--- src/rtl/uart_rx_framer.sv ---
// UART receive framer: oversampled start/data/stop framing with a
// single-entry valid/ready output holding register.
module uart_rx_framer #(
  parameter int OVERSAMPLE = 16,
  parameter int DATA_WIDTH = 8
) (
  input  logic                  clk,
  input  logic                  reset,
  input  logic                  en,
  input  logic                  in,
  input  logic                  fall,
  input  logic                  ready,
  output logic [DATA_WIDTH-1:0] data,
  output logic                  valid,
  output logic                  frameErr,
  output logic                  overrun,
  output logic                  busy
);

  localparam int CW = $clog2(OVERSAMPLE);
  localparam int BW = $clog2(DATA_WIDTH + 1);

  typedef enum logic [1:0] {
    S_IDLE,
    S_START,
    S_DATA,
    S_STOP
  } state_t;

  state_t                r_state, w_state_nx;
  logic [CW-1:0]         r_cnt, w_cnt_nx;
  logic [BW-1:0]         r_idx, w_idx_nx;
  logic [DATA_WIDTH-1:0] r_shift, w_shift_nx;
  logic [DATA_WIDTH-1:0] r_data, w_data_nx;
  logic                  r_valid, w_valid_nx;
  logic                  r_ferr, w_ferr_nx;
  logic                  r_ovr, w_ovr_nx;
  logic                  w_stop_ok;
  logic                  w_cnt_last;
  logic                  w_cnt_mid;
  logic                  w_idx_last;

  assign w_cnt_last = (r_cnt == CW'(OVERSAMPLE - 1));
  assign w_cnt_mid  = (r_cnt == CW'(OVERSAMPLE / 2 - 1));
  assign w_idx_last = (r_idx == BW'(DATA_WIDTH - 1));

  always_comb begin
    w_state_nx = r_state;
    w_cnt_nx   = r_cnt;
    w_idx_nx   = r_idx;
    w_shift_nx = r_shift;
    w_data_nx  = r_data;
    w_valid_nx = r_valid;
    w_ferr_nx  = 1'b0;
    w_ovr_nx   = 1'b0;
    w_stop_ok  = 1'b0;
    if (en) begin
      unique case (r_state)
        S_IDLE: begin
          if (fall) begin
            w_state_nx = S_START;
            w_cnt_nx   = '0;
          end
        end
        S_START: begin
          if (w_cnt_mid) begin
            w_cnt_nx = '0;
            w_idx_nx = '0;
            // A line that is high again mid start bit was only a glitch
            w_state_nx = in ? S_IDLE : S_DATA;
          end else begin
            w_cnt_nx = r_cnt + CW'(1);
          end
        end
        S_DATA: begin
          if (w_cnt_last) begin
            w_shift_nx = r_shift >> 1;
            w_shift_nx[DATA_WIDTH-1] = in;
            w_cnt_nx = '0;
            w_idx_nx = r_idx + BW'(1);
            if (w_idx_last) w_state_nx = S_STOP;
          end else begin
            w_cnt_nx = r_cnt + CW'(1);
          end
        end
        S_STOP: begin
          if (w_cnt_last) begin
            w_cnt_nx   = '0;
            w_state_nx = S_IDLE;
            w_ferr_nx  = ~in;
            w_stop_ok  = in;
          end else begin
            w_cnt_nx = r_cnt + CW'(1);
          end
        end
        default: w_state_nx = S_IDLE;
      endcase
    end
    // Handshake runs every cycle; a full holder with no taker drops the frame
    if (w_stop_ok) begin
      if (!r_valid || ready) begin
        w_data_nx  = r_shift;
        w_valid_nx = 1'b1;
      end else begin
        w_ovr_nx = 1'b1;
      end
    end else if (r_valid && ready) begin
      w_valid_nx = 1'b0;
    end
  end

  always_ff @(posedge clk) begin
    if (reset) begin
      r_state <= S_IDLE;
      r_cnt   <= '0;
      r_idx   <= '0;
      r_shift <= '0;
      r_data  <= '0;
      r_valid <= 1'b0;
      r_ferr  <= 1'b0;
      r_ovr   <= 1'b0;
    end else begin
      r_state <= w_state_nx;
      r_cnt   <= w_cnt_nx;
      r_idx   <= w_idx_nx;
      r_shift <= w_shift_nx;
      r_data  <= w_data_nx;
      r_valid <= w_valid_nx;
      r_ferr  <= w_ferr_nx;
      r_ovr   <= w_ovr_nx;
    end
  end

  assign data     = r_data;
  assign valid    = r_valid;
  assign frameErr = r_ferr;
  assign overrun  = r_ovr;
  assign busy     = (r_state != S_IDLE);

endmodule

--- config.mk ---
export PLATFORM = sky130hd
export DESIGN_NAME = uart_rx_framer
export DESIGN_NICKNAME = d
export VERILOG_FILES = /design/src/rtl/uart_rx_framer.sv
export SDC_FILE = /design/constraint.sdc
export NUM_CORES = 1
export LEC_CHECK = 0
export ABC_AREA = 1
export ABC_CLOCK_PERIOD_IN_PS = 3700
export BUFFER_PORTS_ARGS = -buffer_cell sky130_fd_sc_hd__clkbuf_2
export CELL_PAD_IN_SITES_DETAIL_PLACEMENT = 1
export CELL_PAD_IN_SITES_GLOBAL_PLACEMENT = 1
export CORE_MARGIN = 2
export CORE_UTILIZATION = 35
export CTS_BUF_LIST = sky130_fd_sc_hd__clkbuf_8 sky130_fd_sc_hd__clkbuf_16
export DETAILED_ROUTE_END_ITERATION = 16
export PLACE_DENSITY_LB_ADDON = 0.1
export SYNTH_ARGS = -nofsm -noshare
export SYNTH_HDL_FRONTEND = slang
export SYNTH_SLANG_ARGS = --single-unit
--- constraint.sdc ---
create_clock -name clk -period 3.7 [get_ports clk]
set_input_delay 0.37 -clock clk [delete_from_list [all_inputs] [get_ports clk]]
set_output_delay 0.37 -clock clk [all_outputs]
set_load 0.02 [all_outputs]
-- Word level (Yosys, flattened, before mapping)
Cells that the tools add are included.
- bits of input ports: 6
- output and inout bits: 12
- flip-flop bits (word level): 29
- logic and storage cells: 64
- add/subtract/negate cells: 2
- equal/unequal tests: 12
- muxes and demuxes: 21
- reductions and logical operators: 16
- bitwise operators: 5
- operators with widths (operator ; count):
    4-bit 2-to-1 mux ; 5
    2-bit 2-to-1 mux ; 6
    4-bit one-hot mux with 3 select lines ; 1
    2-bit != test, second input constant ; 5
    4-bit by 1-bit adder with 4-bit output, second input constant ; 2
    4-bit by 3-bit == test with 1-bit output, second input constant ; 2
    2-bit one-hot mux with 4 select lines ; 1
    4-bit one-hot mux with 2 select lines ; 1
    1-bit 2-to-1 mux ; 7
    2-bit AND reduction ; 3
    6-bit AND reduction ; 1
    2-bit nonzero test ; 3
    1-bit inverter ; 5
    2-bit == test, second input constant ; 2
    4-bit == test, second input constant ; 1
    4-bit AND reduction ; 1
    2-bit OR reduction ; 2
    4-bit OR reduction ; 1
    3-bit AND reduction ; 1
    2-bit by 1-bit == test with 1-bit output, second input constant ; 1
    2-bit logical NOT ; 1
    2-bit by 1-bit != test with 1-bit output, second input constant ; 1
    1-bit logical AND ; 1
    1-bit logical NOT ; 1
    1-bit logical OR ; 1

-- Longest topological paths before layout
- word-level depth: 6
- gate-level depth with buffers: 9
- depth with buffers taken out: 9

-- Worst setup path after synthesis
No wires, ideal clock.
- kind: register to register
- from: register r_cnt[0]
- to: register r_shift[0]
- setup time: 0.119 ns
- path buffers: 1
- clock period less this slack: 1.344 ns
- data required time: 3.581 ns
- stages on the path, launching flop included: 8
- arrival: 1.225 ns
- slack: 2.356 ns
- path through: dfxtp_1 -> ha_1 -> nand2_2 -> nor2_4 -> nand3_2 -> buf_2 -> o21ai_0 -> a21oi_1
- cells in the longest elaborated chain, start to end: 2
- RTL lines (item ; RTL line ; text):
    start, declared ; 31 ; logic [CW-1:0] r_cnt, w_cnt_nx;
    start signal, assigned ; 124 ; r_cnt <= w_cnt_nx;
    4-bit == test ; 43 ; assign w_cnt_last = (r_cnt == CW'(OVERSAMPLE - 1));
    3-bit AND reduction (no line) ; - ;
    end signal, assigned ; 126 ; r_shift <= w_shift_nx;
    end, declared ; 33 ; logic [DATA_WIDTH-1:0] r_shift, w_shift_nx;
Every way passes these cells.
A chain may end at the register's enable or synchronous reset.

-- Final worst setup path
- from: register r_cnt[0]
- to: register r_idx[3]
- cells in the longest elaborated chain, start to end: 3
- elaborated cells between the ends (all ways): 5
- those cells by class: eq/ne (4); reduce/logical (1)
- RTL lines (item ; RTL line ; text):
    4-bit by 3-bit == test with 1-bit output or 4-bit == test (tied branches) ; 44, 43 ;
    2-bit != test (no line) ; - ;
    4-bit AND reduction (no line) * ; - ;
    end signal, assigned ; 125 ; r_idx <= w_idx_nx;
    end, declared ; 32 ; logic [BW-1:0] r_idx, w_idx_nx;
Mark *: on every way between the ends. The rest lies on a longest branch, timed or not.

==> impl_metrics.csv <==
group,metric,value,unit
global_routing,track_usage,17.6,%
floorplan,rows,22,
run,drv_cap,0,
yosys,synth_area,1370,sq um
global_routing,grt_pass1_wl,5730,um
final_layout,finalNetCount,224,
floorplan,start_util,36.8,%
setup_path,crit_required,3.87,ns
cts,tritoncts,"built",
global_routing,grt_overflow,0,
setup_path,critPathMaxFanout,6,
detailed_routing,drcViolationCount,0,
floorplan,ios,18,
final_layout,drive_gt1_share,15.2,%
detailed_routing,detail-route-antenna-nets,0,
final_layout,antenna_cells,0,
yosys,synth_top_area_share,42.4,%
yosys,ys_ff_latch,29,
place,place_congestion,0.781,
yosys,ys_seq_area_share,42.4,%
global_routing,grt_max_degree,22,
cts,hold_buffers,0,
setup_path,crit_path_end_kind,"flop",
timing,skew,0.00806,ns
cts,clkSinkCount,29,
setup_path,critical_path_class,"flop to flop",
yosys,synth_fa_ha_area_share,1.83,%
place,port_buffers,17,
cts,htree_levels,2,
yosys,synth_compound_area_share,11.0,%
setup_path,crit_slowest_cell,"a21oi_1",
hold_path,holdCritPathClass,"primary input to flop",
timing,setup_viol,0,
outcome,status,"completed",
timing,hold_violations,0,
yosys,synth-xor-area-share,0.640,%
final_layout,final_core_util,43.3,%
timing,clock.fmax,0.637,GHz
cts,clock_path_buffers,2,
cts,path_clk_slew,0.07,ns
cts,postCtsSetupBuffers,0,
cts,post_cts_resized,0,
final_layout,area_delta_synth_final,17.6,%
yosys,synth.area.mux_share,0,%
floorplan,coreArea,3720,sq um
global_routing,antenna_found_initial,0,
timing,worst_slew_pin_slew,0.592,ns
timing,fin_crit,1.57,ns
yosys,synth_top_family_by_area,"simple AND/OR/NAND/NOR gates",
floorplan,die_y,66.5,um
yosys,synth_nets,205,
yosys,netlist-cell-type-count,25,
yosys,synth_area_leader_cell,"dfxtp_1",
detailed_routing,avgViaCountPerCell,4.66,
timing,rsz0062_at_grt,"false",
cts,cts_made_buffers,5,
floorplan,die_area,4430,sq um
cts,cts-root-buf,"clkbuf_8",
yosys,synth_area_leaders,"dfxtp_1, inv_1, nand2_1",
place,dpl.hpwl,2470,um
yosys,yosys.area_share.simple,31.2,%
timing,max_slew_margin,60.5,%
power_and_ir_drop,p_total,682,uW
detailed_routing,initialDrtViolationCount,48,
power_and_ir_drop,ir_drop,0.000350,V
floorplan,fp.dieW,66.5,um
global_routing,first_global_vias,1235,
setup_path,crit_chain,"ha_1 -> nand3_1 -> a21oi_1 -> nand2_1 -> nand2_1 -> a21oi_1",
power_and_ir_drop,leakage,0.000732,uW
setup_path,critPathLaunchType,"flop",
power_and_ir_drop,powerDensity,424,nW/um^2
detailed_routing,avgRoutedWirePerCell,12.3,um
setup_path,critPathArrivalTime,1.74,ns
timing,slew_viol_final,0,
cts,clock_insertion_delay_worst_skew,0.28,ns
detailed_routing,num_vias,1234,
timing,tns,0,ns
timing,fin_crit_sh,42.4,%
yosys,ys_warn_count,0,
detailed_routing,first_pass_iters,4,
yosys,synthCells,197,
setup_path,critPathMaxStageDelay,0.41,ns
yosys,syn_area_per_cell,6.95,sq um
detailed_routing,finalWirelength,3250,um
## power breakdown
| group | switching [uW] | internal [uW] |
|---|---|---|
| Clock | 119 | 216 |
| Sequential | 2.06 | 314 |
| Combinational | 22.5 | 8.70 |
| Total | 143 | 539 |
## cell usage in the layout, fill, tap and decap left out, types with 2 or more instances in the layout
cell / netlist / routed
inv_1: 40 / 41
nand2_1: 39 / 39
dfxtp_1: 29 / 29
nand3_1: 20 / 20
nor2_1: 18 / 18
a21oi_1: 18 / 18
clkbuf_2: 0 / 17
o21ai_0: 9 / 9
clkbuf_8: 0 / 6
inv_2: 2 / 2
nand4_1: 2 / 2
nor3_1: 2 / 2
ha_1: 2 / 2
## cells in the mapped netlist (all sizes together)
| library cell | number |
|---|---|
| nand3 | 22 |
| buf | 3 |
| xor2 | 1 |
| inv | 42 |
| a211oi | 1 |
| o211ai | 1 |
| o21ai | 9 |
| nand4 | 2 |
| nor3b | 1 |
| ha | 2 |
| nand2 | 41 |
| clkbuf | 2 |
| nor2 | 21 |
| a21oi | 18 |
| nor3 | 2 |
| dfxtp | 29 |
## worst max-delay path: cells and delay by family (launching register included)
kind | cells | cell delay (ns)
AOI/OAI and AO/OA | 2 | 0.47
adders and majority gates | 1 | 0.24
DFF | 1 | 0.36
and+or+nand+nor | 3 | 0.39
## sequential cells by signal (all words and copies together), names as in the netlist, named ones only
name      flops
overrun       1
r_idx         4
data          8
r_state       1
r_cnt         4
r_shift       8
valid         1
frameErr      1
## layer usage
layer  up-vias  global-route usage (%)  routed length [um]
met2        16                    26.5                1380
li1        648                       -                   -
met5         -                       0                   0
met4         0                    8.42                  63
met1       563                    23.5                1720
met3         7                    4.05                  93
## area by class of cell
| type | count | area, sq um |
|---|---|---|
| clock buffer | 6 | 82.6 |
| clock inverter | 2 | 33.8 |
| fill | 488 | 2110 |
| inverter | 42 | 158 |
| multi-input combinational | 121 | 611 |
| sequential | 29 | 581 |
| tap | 48 | 60.1 |
| timing repair buffer | 17 | 85.1 |
## logic make-up after synthesis
family / Yosys count
buffers and inverters: 47
XOR/XNOR: 1
flip-flops: 29
AND/OR/NAND/NOR: 89
adder cells (fa/ha/maj): 2
AO/OA/AOI/OAI: 29
## stage by stage
stage	hold WS, ns	cell area [sq um]	setup WS, ns	std cells
finish	0.295	1610	2.13	265
global route	0.307	1610	1.90	265
CTS	0.289	1610	2.13	265
detailed placement	0.459	1490	2.14	257
global placement	0.457	1490	2.24	257
floorplan	0.430	1370	2.36	197
## path summary, 6_finish.rpt
kind | from | to | slack, ns | cells past startpoint
worst max-delay path | r_cnt[0] | r_idx[3] | 2.13 | 6
worst min-delay path | in | frameErr | 0.30 | 2
worst max register to register | r_cnt[0] | r_idx[3] | 2.13 | 6
worst min register to register | r_shift[0] | r_shift[0] | 0.47 | 2
Note: power is estimated with default switching activity, not from simulation.
